File: config.mk
export PLATFORM = sky130hd
export DESIGN_NAME = aes_job_arbiter
export DESIGN_NICKNAME = d
export VERILOG_FILES = /design/src/rtl/aes_arb_pkg.sv /design/src/rtl/rr_arb2.sv /design/src/rtl/aes_job_arbiter.sv
export SDC_FILE = /design/constraint.sdc
export NUM_CORES = 1
export LEC_CHECK = 0
export CAP_MARGIN = 0
export CORE_AREA = 2 2 410 412
export DETAILED_ROUTE_END_ITERATION = 10
export DIE_AREA = 0 0 412 414
export SLEW_MARGIN = 20
export SYNTH_ARGS = -nofsm -noshare
export SYNTH_HDL_FRONTEND = slang
export SYNTH_SLANG_ARGS = --single-unit
File: constraint.sdc
create_clock -name clk -period 3.2 [get_ports clk]
set_input_delay 0.8 -clock clk [delete_from_list [all_inputs] [get_ports clk]]
set_output_delay 0.8 -clock clk [all_outputs]
set_load 0.05 [all_outputs]
File: src/rtl/aes_arb_pkg.sv
`default_nettype none
// +--------------------------------------------------------------------------+
// | Module   : aes_arb_pkg                                                    |
// | Brief    : Shared types and default constants for the AES job arbiter:   |
// |            FSM state encoding, requester-id type and default timing.     |
// | Revision : 1.0  initial release                                          |
// +--------------------------------------------------------------------------+
package aes_arb_pkg;

  // Arbiter FSM states, explicitly 2 bits wide.
  typedef enum logic [1:0] {
    IDLE = 2'd0,
    LOAD = 2'd1,
    RUN  = 2'd2,
    RESP = 2'd3
  } arb_state_t;

  // Requester identity, carried one-hot (bit 0 = requester 0, bit 1 = requester 1).
  typedef logic [1:0] req_id_t;

  // Default number of cycles core_load is held per job.
  localparam int unsigned c_LOAD_CYCLES    = 2;

  // Default number of RUN cycles allowed before a job is aborted.
  localparam int unsigned c_TIMEOUT_CYCLES = 64;

endpackage : aes_arb_pkg
`default_nettype wire

File: src/rtl/rr_arb2.sv
`default_nettype none
// +--------------------------------------------------------------------------+
// | Module   : rr_arb2                                                       |
// | Brief    : Two-way round-robin selector. A lone request always wins; on  |
// |            a tie the requester that did not win last time is chosen.    |
// | Revision : 1.0  initial release                                          |
// +--------------------------------------------------------------------------+
module rr_arb2
  import aes_arb_pkg::*;
(
  input  logic [1:0] req,    // per-requester request
  input  logic       last,   // index of the previous winner (0 or 1)
  output req_id_t    grant   // one-hot winner, zero when nobody requests
);

  // Pure combinational pick; the caller owns the last-winner state.
  always_comb begin
    grant = 2'b00;
    case (req)
      2'b01:   grant = 2'b01;
      2'b10:   grant = 2'b10;
      2'b11:   grant = last ? 2'b01 : 2'b10;
      default: grant = 2'b00;
    endcase
  end

endmodule : rr_arb2
`default_nettype wire

File: src/rtl/aes_job_arbiter.sv
`default_nettype none
// +--------------------------------------------------------------------------+
// | Module   : aes_job_arbiter                                               |
// | Brief    : Shares one AES core between two requesters. A granted job's   |
// |            key/plaintext are registered to the core, core_load is pulsed |
// |            for LOAD_CYCLES, completion is awaited, and the ciphertext is |
// |            returned to the owning requester with a valid/ready handshake.|
// |            Build option: define AES_ARB_TIMEOUT_EN to abort jobs whose   |
// |            core never completes within TIMEOUT_CYCLES RUN cycles.        |
// | Revision : 1.0  initial release                                          |
// +--------------------------------------------------------------------------+
module aes_job_arbiter
  import aes_arb_pkg::*;
#(
  parameter int unsigned LOAD_CYCLES    = c_LOAD_CYCLES,
  parameter int unsigned TIMEOUT_CYCLES = c_TIMEOUT_CYCLES
) (
  input  logic         clk,
  input  logic         reset,       // synchronous, active-low
  input  logic [1:0]   req,
  input  logic [127:0] key0,
  input  logic [127:0] pt0,
  input  logic [127:0] key1,
  input  logic [127:0] pt1,
  output logic [1:0]   gnt,
  output logic         core_load,
  output logic [127:0] core_key,
  output logic [127:0] core_pt,
  input  logic         core_done,
  input  logic [127:0] core_ct,
  output logic [1:0]   rsp_valid,
  input  logic [1:0]   rsp_ready,
  output logic [127:0] rsp_data,
  output logic         rsp_err,
  output logic         busy
);

  // Last LOAD cycle index for the 4-bit load counter.
  localparam logic [3:0] c_load_last = 4'(LOAD_CYCLES - 1);

  // Elaboration-time guard on the legal parameter ranges.
  if (LOAD_CYCLES < 2 || LOAD_CYCLES > 15) begin : g_load_cycles_range
    $error("aes_job_arbiter: LOAD_CYCLES must be in 2..15");
  end
  if (TIMEOUT_CYCLES < 16 || TIMEOUT_CYCLES > 255) begin : g_timeout_range
    $error("aes_job_arbiter: TIMEOUT_CYCLES must be in 16..255");
  end

  arb_state_t r_state;
  arb_state_t w_state_nxt;

  req_id_t    w_rr_grant;     // round-robin pick for the current req
  req_id_t    r_owner;        // requester that owns the job in flight
  logic       r_last;         // previous winner index; 1 after reset
  logic [3:0] r_load_cnt;     // LOAD cycles elapsed
  logic       r_run_armed;    // high from the second RUN cycle on

  logic       w_grant_take;   // a grant is issued this cycle
  logic       w_load_end;     // final LOAD cycle
  logic       w_done_take;    // core completion accepted this cycle
  logic       w_timeout;      // job aborted this cycle
  logic       w_resp_take;    // owner accepts the response this cycle

  rr_arb2 u_rr_arb2 (
    .req   (req),
    .last  (r_last),
    .grant (w_rr_grant)
  );

  assign w_grant_take = (r_state == IDLE) && (req != 2'b00);
  assign w_load_end   = (r_state == LOAD) && (r_load_cnt == c_load_last);
  // The first RUN cycle may still see a done left over from the previous job.
  assign w_done_take  = (r_state == RUN) && r_run_armed && core_done;
  assign w_resp_take  = (r_state == RESP) && ((rsp_ready & r_owner) != 2'b00);

`ifdef AES_ARB_TIMEOUT_EN
  localparam logic [7:0] c_to_last = 8'(TIMEOUT_CYCLES - 1);

  logic [7:0] r_to_cnt;
  logic       r_rsp_err;

  // A done arriving on the expiry cycle wins over the timeout.
  assign w_timeout = (r_state == RUN) && (r_to_cnt == c_to_last) && !w_done_take;

  // Count RUN cycles of the current job; idle at zero elsewhere.
  always_ff @(posedge clk) begin
    if (!reset) begin
      r_to_cnt <= '0;
    end else if (r_state == RUN) begin
      r_to_cnt <= r_to_cnt + 8'd1;
    end else begin
      r_to_cnt <= '0;
    end
  end

  // Error flag: cleared by a completed job, set by an aborted one.
  always_ff @(posedge clk) begin
    if (!reset) begin
      r_rsp_err <= 1'b0;
    end else if (w_done_take) begin
      r_rsp_err <= 1'b0;
    end else if (w_timeout) begin
      r_rsp_err <= 1'b1;
    end
  end

  assign rsp_err = r_rsp_err;
`else
  // Without the timeout option RUN waits for the core indefinitely.
  assign w_timeout = 1'b0;
  assign rsp_err   = 1'b0;
`endif

  // State register.
  always_ff @(posedge clk) begin
    if (!reset) begin
      r_state <= IDLE;
    end else begin
      r_state <= w_state_nxt;
    end
  end

  // Next-state decode.
  always_comb begin
    w_state_nxt = r_state;
    case (r_state)
      IDLE: if (w_grant_take)             w_state_nxt = LOAD;
      LOAD: if (w_load_end)               w_state_nxt = RUN;
      RUN:  if (w_done_take || w_timeout) w_state_nxt = RESP;
      RESP: if (w_resp_take)              w_state_nxt = IDLE;
      default:                            w_state_nxt = IDLE;
    endcase
  end

  // Output decode; gnt is also held low while reset is asserted.
  always_comb begin
    gnt       = 2'b00;
    core_load = 1'b0;
    rsp_valid = 2'b00;
    busy      = 1'b1;
    case (r_state)
      IDLE: begin
        busy = 1'b0;
        if (reset) gnt = w_rr_grant;
      end
      LOAD:    core_load = 1'b1;
      RUN:     core_load = 1'b0;
      RESP:    rsp_valid = r_owner;
      default: busy      = 1'b0;
    endcase
  end

  // Job context: operands, owner and round-robin pointer change only on a grant.
  always_ff @(posedge clk) begin
    if (!reset) begin
      core_key <= '0;
      core_pt  <= '0;
      r_owner  <= 2'b00;
      r_last   <= 1'b1;
    end else if (w_grant_take) begin
      core_key <= w_rr_grant[1] ? key1 : key0;
      core_pt  <= w_rr_grant[1] ? pt1  : pt0;
      r_owner  <= w_rr_grant;
      r_last   <= w_rr_grant[1];
    end
  end

  // LOAD-length counter and the RUN first-cycle qualifier.
  always_ff @(posedge clk) begin
    if (!reset) begin
      r_load_cnt  <= '0;
      r_run_armed <= 1'b0;
    end else begin
      if (r_state == LOAD && !w_load_end) begin
        r_load_cnt <= r_load_cnt + 4'd1;
      end else begin
        r_load_cnt <= '0;
      end
      // RUN is only ever entered from LOAD, so this is low on RUN cycle one.
      r_run_armed <= (r_state == RUN);
    end
  end

  // Response data: ciphertext on completion, zero on abort, otherwise held.
  always_ff @(posedge clk) begin
    if (!reset) begin
      rsp_data <= '0;
    end else if (w_done_take) begin
      rsp_data <= core_ct;
    end else if (w_timeout) begin
      rsp_data <= '0;
    end
  end

endmodule : aes_job_arbiter
`default_nettype wire

==> metrics <==
DR pass1 iterations 5; Hold EP core_pt[127]; Wirelength per Cell roughly 25 um; CP Capture Type primary output; post-CTS setup buffers 0; R2R Path End core_pt[57]; reg-to-reg startpoint r_state[0]; HPWL after detailed placement between 90,000 and 100,000 um; final hold viol count 0; final WL 123,000 um; Sw Pwr between 10 and 15 mW; R2R Setup Slk around 0.9 ns; length in cells of the worst reg-to-reg path 9; Sw Share 0.453; CTS Buf Count 52; core area approximately 170,000 sq um; Clock Sink Count roughly 390; sequential power share 0.278; min Tclk post-route 3.06 ns; Slew Viols, Final 0; Layout Nets around 3,400; Async SR Flop Fraction 0; # resized after CTS 0; Die Footprint 171,000 sq um; layout cells sized above 1 0.0605; vias 18,390; tightest hold margin about 0.39 ns; CP max stage delay approximately 0.8 ns; combinational power share 0.461; worst setup margin ~0.14 ns; Routed Antenna Nets 0; crit start category flip-flop; Area after DPL between 20,000 and 30,000 sq um; Die Ht around 410 um; cell area after layout approximately 30,000 sq um; CTS clock-pin slew for the worst setup and hold paths approximately 0.060 ns; Area growth syn-to-layout 96.6%; Max VDD drop 0.576 mV; crit path kind flip-flop to primary output; final worst path period share 0.957; CTS Buffer Depth 3; Int Pwr 13.1 mW; cts hold-fix bufs 0; pin count of the biggest net entering global routing between 150 and 200; Port-buffer cells a little over 1,000; clk_lat worst skew about 0.7 ns; GPL Wtd Cong just under 1; mean post-synth cell area roughly 8.5 sq um; Max Fclk between 0.3 and 0.4 GHz; crit-path cells ha_1 -> and2_1 -> clkdlybuf4s50_1; cell count after synthesis around 1,800; Worst EP required 2.40 ns; initial DRC count approximately 1,200; synth unique cells 29; sequential fraction of the synthesis area 0.520; initial antenna violation count just over 50; TritonCTS clock tree done; Power, Total 23.9 mW; synthesized flop and latch total about 390; # setup viols final 0; Hold Path Depth 3; # fillers 18,654; PD cells around 800 nW/um^2; Yosys warnings 0; Starting Density 0.0912; max_cap viols 0; clock network fraction of total power 0.260; Synth Cell Area 15,200 sq um; die width 412 um; Hold Crit Start reset; status complete, no violations; Main synth FF type dfxtp_1; Overflow after GRT 0; number of flops mapped to enable cells by yosys 0; Worst Tran Pin Value a little over 1 ns; Root Driver clkbuf_16; WP data arrival around 2.3 ns; vias in the first global route approximately 18,000; Worst Hold Class primary input to flip-flop; Std-Cell Rows 150; net count after synthesis roughly 2,400; DRC Markers 0; total track usage 0.137; skew final between 0.05 and 0.06 ns; Lkg Pwr 9.97 nW; htree depth 2; CP max FO 4; RSZ-0062 raised after global routing false; I/O Pins 1,038; first-pass GRT wire length around 160,000 um; Fin Setup TNS 0 ns; Rel. slew slack 0.327; pre-CTS setup slack between 0.09 and 0.1 ns; Worst path slowest cell clkdlybuf4s50_1; routed vias/inst roughly 3.7
-- critical path: cells and delay by family (launching register included) --
kind | cells | cell delay (ns)
buf+inv | 1 | 0.80
flops | 1 | 0.39
fa+ha+maj | 1 | 0.24
simple gates | 1 | 0.14
-- cell usage after synthesis (2+ instances only) --
cell type	instances	area, sq um
dfxtp_1	394	7890
nand2_1	264	991
a21oi_1	256	1280
o22ai_1	256	1600
o21ai_0	255	1280
a21boi_0	130	976
clkbuf_1	94	353
buf_2	68	340
buf_4	22	165
nor2_1	8	30.0
ha_1	6	75.1
inv_1	5	18.8
nand3_1	4	20.0
o21ai_1	4	20.0
and2_1	3	18.8
buf_1	2	7.51
mux2i_1	2	20.0
-- metrics by stage --
step	util	std cells
final	0.179	4998
after global routing	0.179	4987
after CTS	0.179	4982
after detailed placement	0.168	4889
after global placement	0.168	4889
after floorplan	-	1785
-- final cells by class --
| type | instances | area (sq um) | area share |
|---|---|---|---|
| Clock buffer | 74 | 1500 | 0.0504 |
| Clock inverter | 19 | 285 | 0.00956 |
| Sequential cell | 394 | 7890 | 0.264 |
| Inverter | 6 | 22.5 | 0.000755 |
| Multi-Input combinational cell | 1199 | 6440 | 0.216 |
| Timing Repair Buffer | 1086 | 10900 | 0.365 |
| Tap cell | 2204 | 2760 | 0.0925 |
| Antenna cell | 16 | 40.0 | 0.00134 |
-- sequential cells by signal, summed over array words and instances, names as in the netlist --
signal / flops
core_key: 128
core_pt: 128
r_last: 1
r_load_cnt: 4
r_owner: 2
r_run_armed: 1
r_state: 2
rsp_data: 128
-- power groups by stage --
stage | clock (mW) | sequential [mW] | combinational, mW
floorplan | 0 | 10.1 | 2.72
global placement | 0 | 6.68 | 11.0
detailed placement | 0 | 6.68 | 11.1
CTS | 6.43 | 6.63 | 11.1
global route | 6.59 | 6.73 | 11.7
finish | 6.21 | 6.64 | 11.0
-- cells in the final DEF, fill, tap and decap left out, drive strengths merged, types with 9 or more instances in the layout --
cell type	instances
clkdlybuf4s50	1009
dfxtp	394
nand2	264
o21ai	260
a21oi	256
o22ai	256
a21boi	130
buf	77
clkbuf	74
diode	16
inv	10
nor2	9
-- cell families (layout without fill, tap and decap cells) --
| family | after synthesis | in the layout | synth area share |
|---|---|---|---|
| and+or+nand+nor | 282 | 282 | 0.0714 |
| AOI/OAI and AO/OA | 906 | 906 | 0.343 |
| xor gates and xnor gates | 2 | 2 | 0.00115 |
| DFF | 394 | 394 | 0.520 |
| muxes | 2 | 2 | 0.00132 |
| adders and majority gates | 6 | 6 | 0.00495 |
| other | 1 | 17 | 0.000247 |
| buffers and inverters | 192 | 1185 | 0.0585 |
-- routing by layer --
layer  GRT usage  routed length (um)
met4      0.0517                4690
met1       0.159               48100
met2       0.216               55300
met3      0.0645               14700
met5           0                 161
-- worst max-delay path by stage --
stage                           from            to  slack (ns)  cells after the start
after floorplan               req[0]        gnt[1]        0.46                      5
final                     r_state[1]  rsp_valid[1]        0.14                      3
after global placement        req[1]        gnt[0]        0.11                      6
after detailed placement      req[1]        gnt[0]         0.1                      6
after global routing      r_state[1]  rsp_valid[1]        0.02                      3
after CTS                 r_state[1]  rsp_valid[1]        0.06                      3
(Power assumes the default switching activity.)
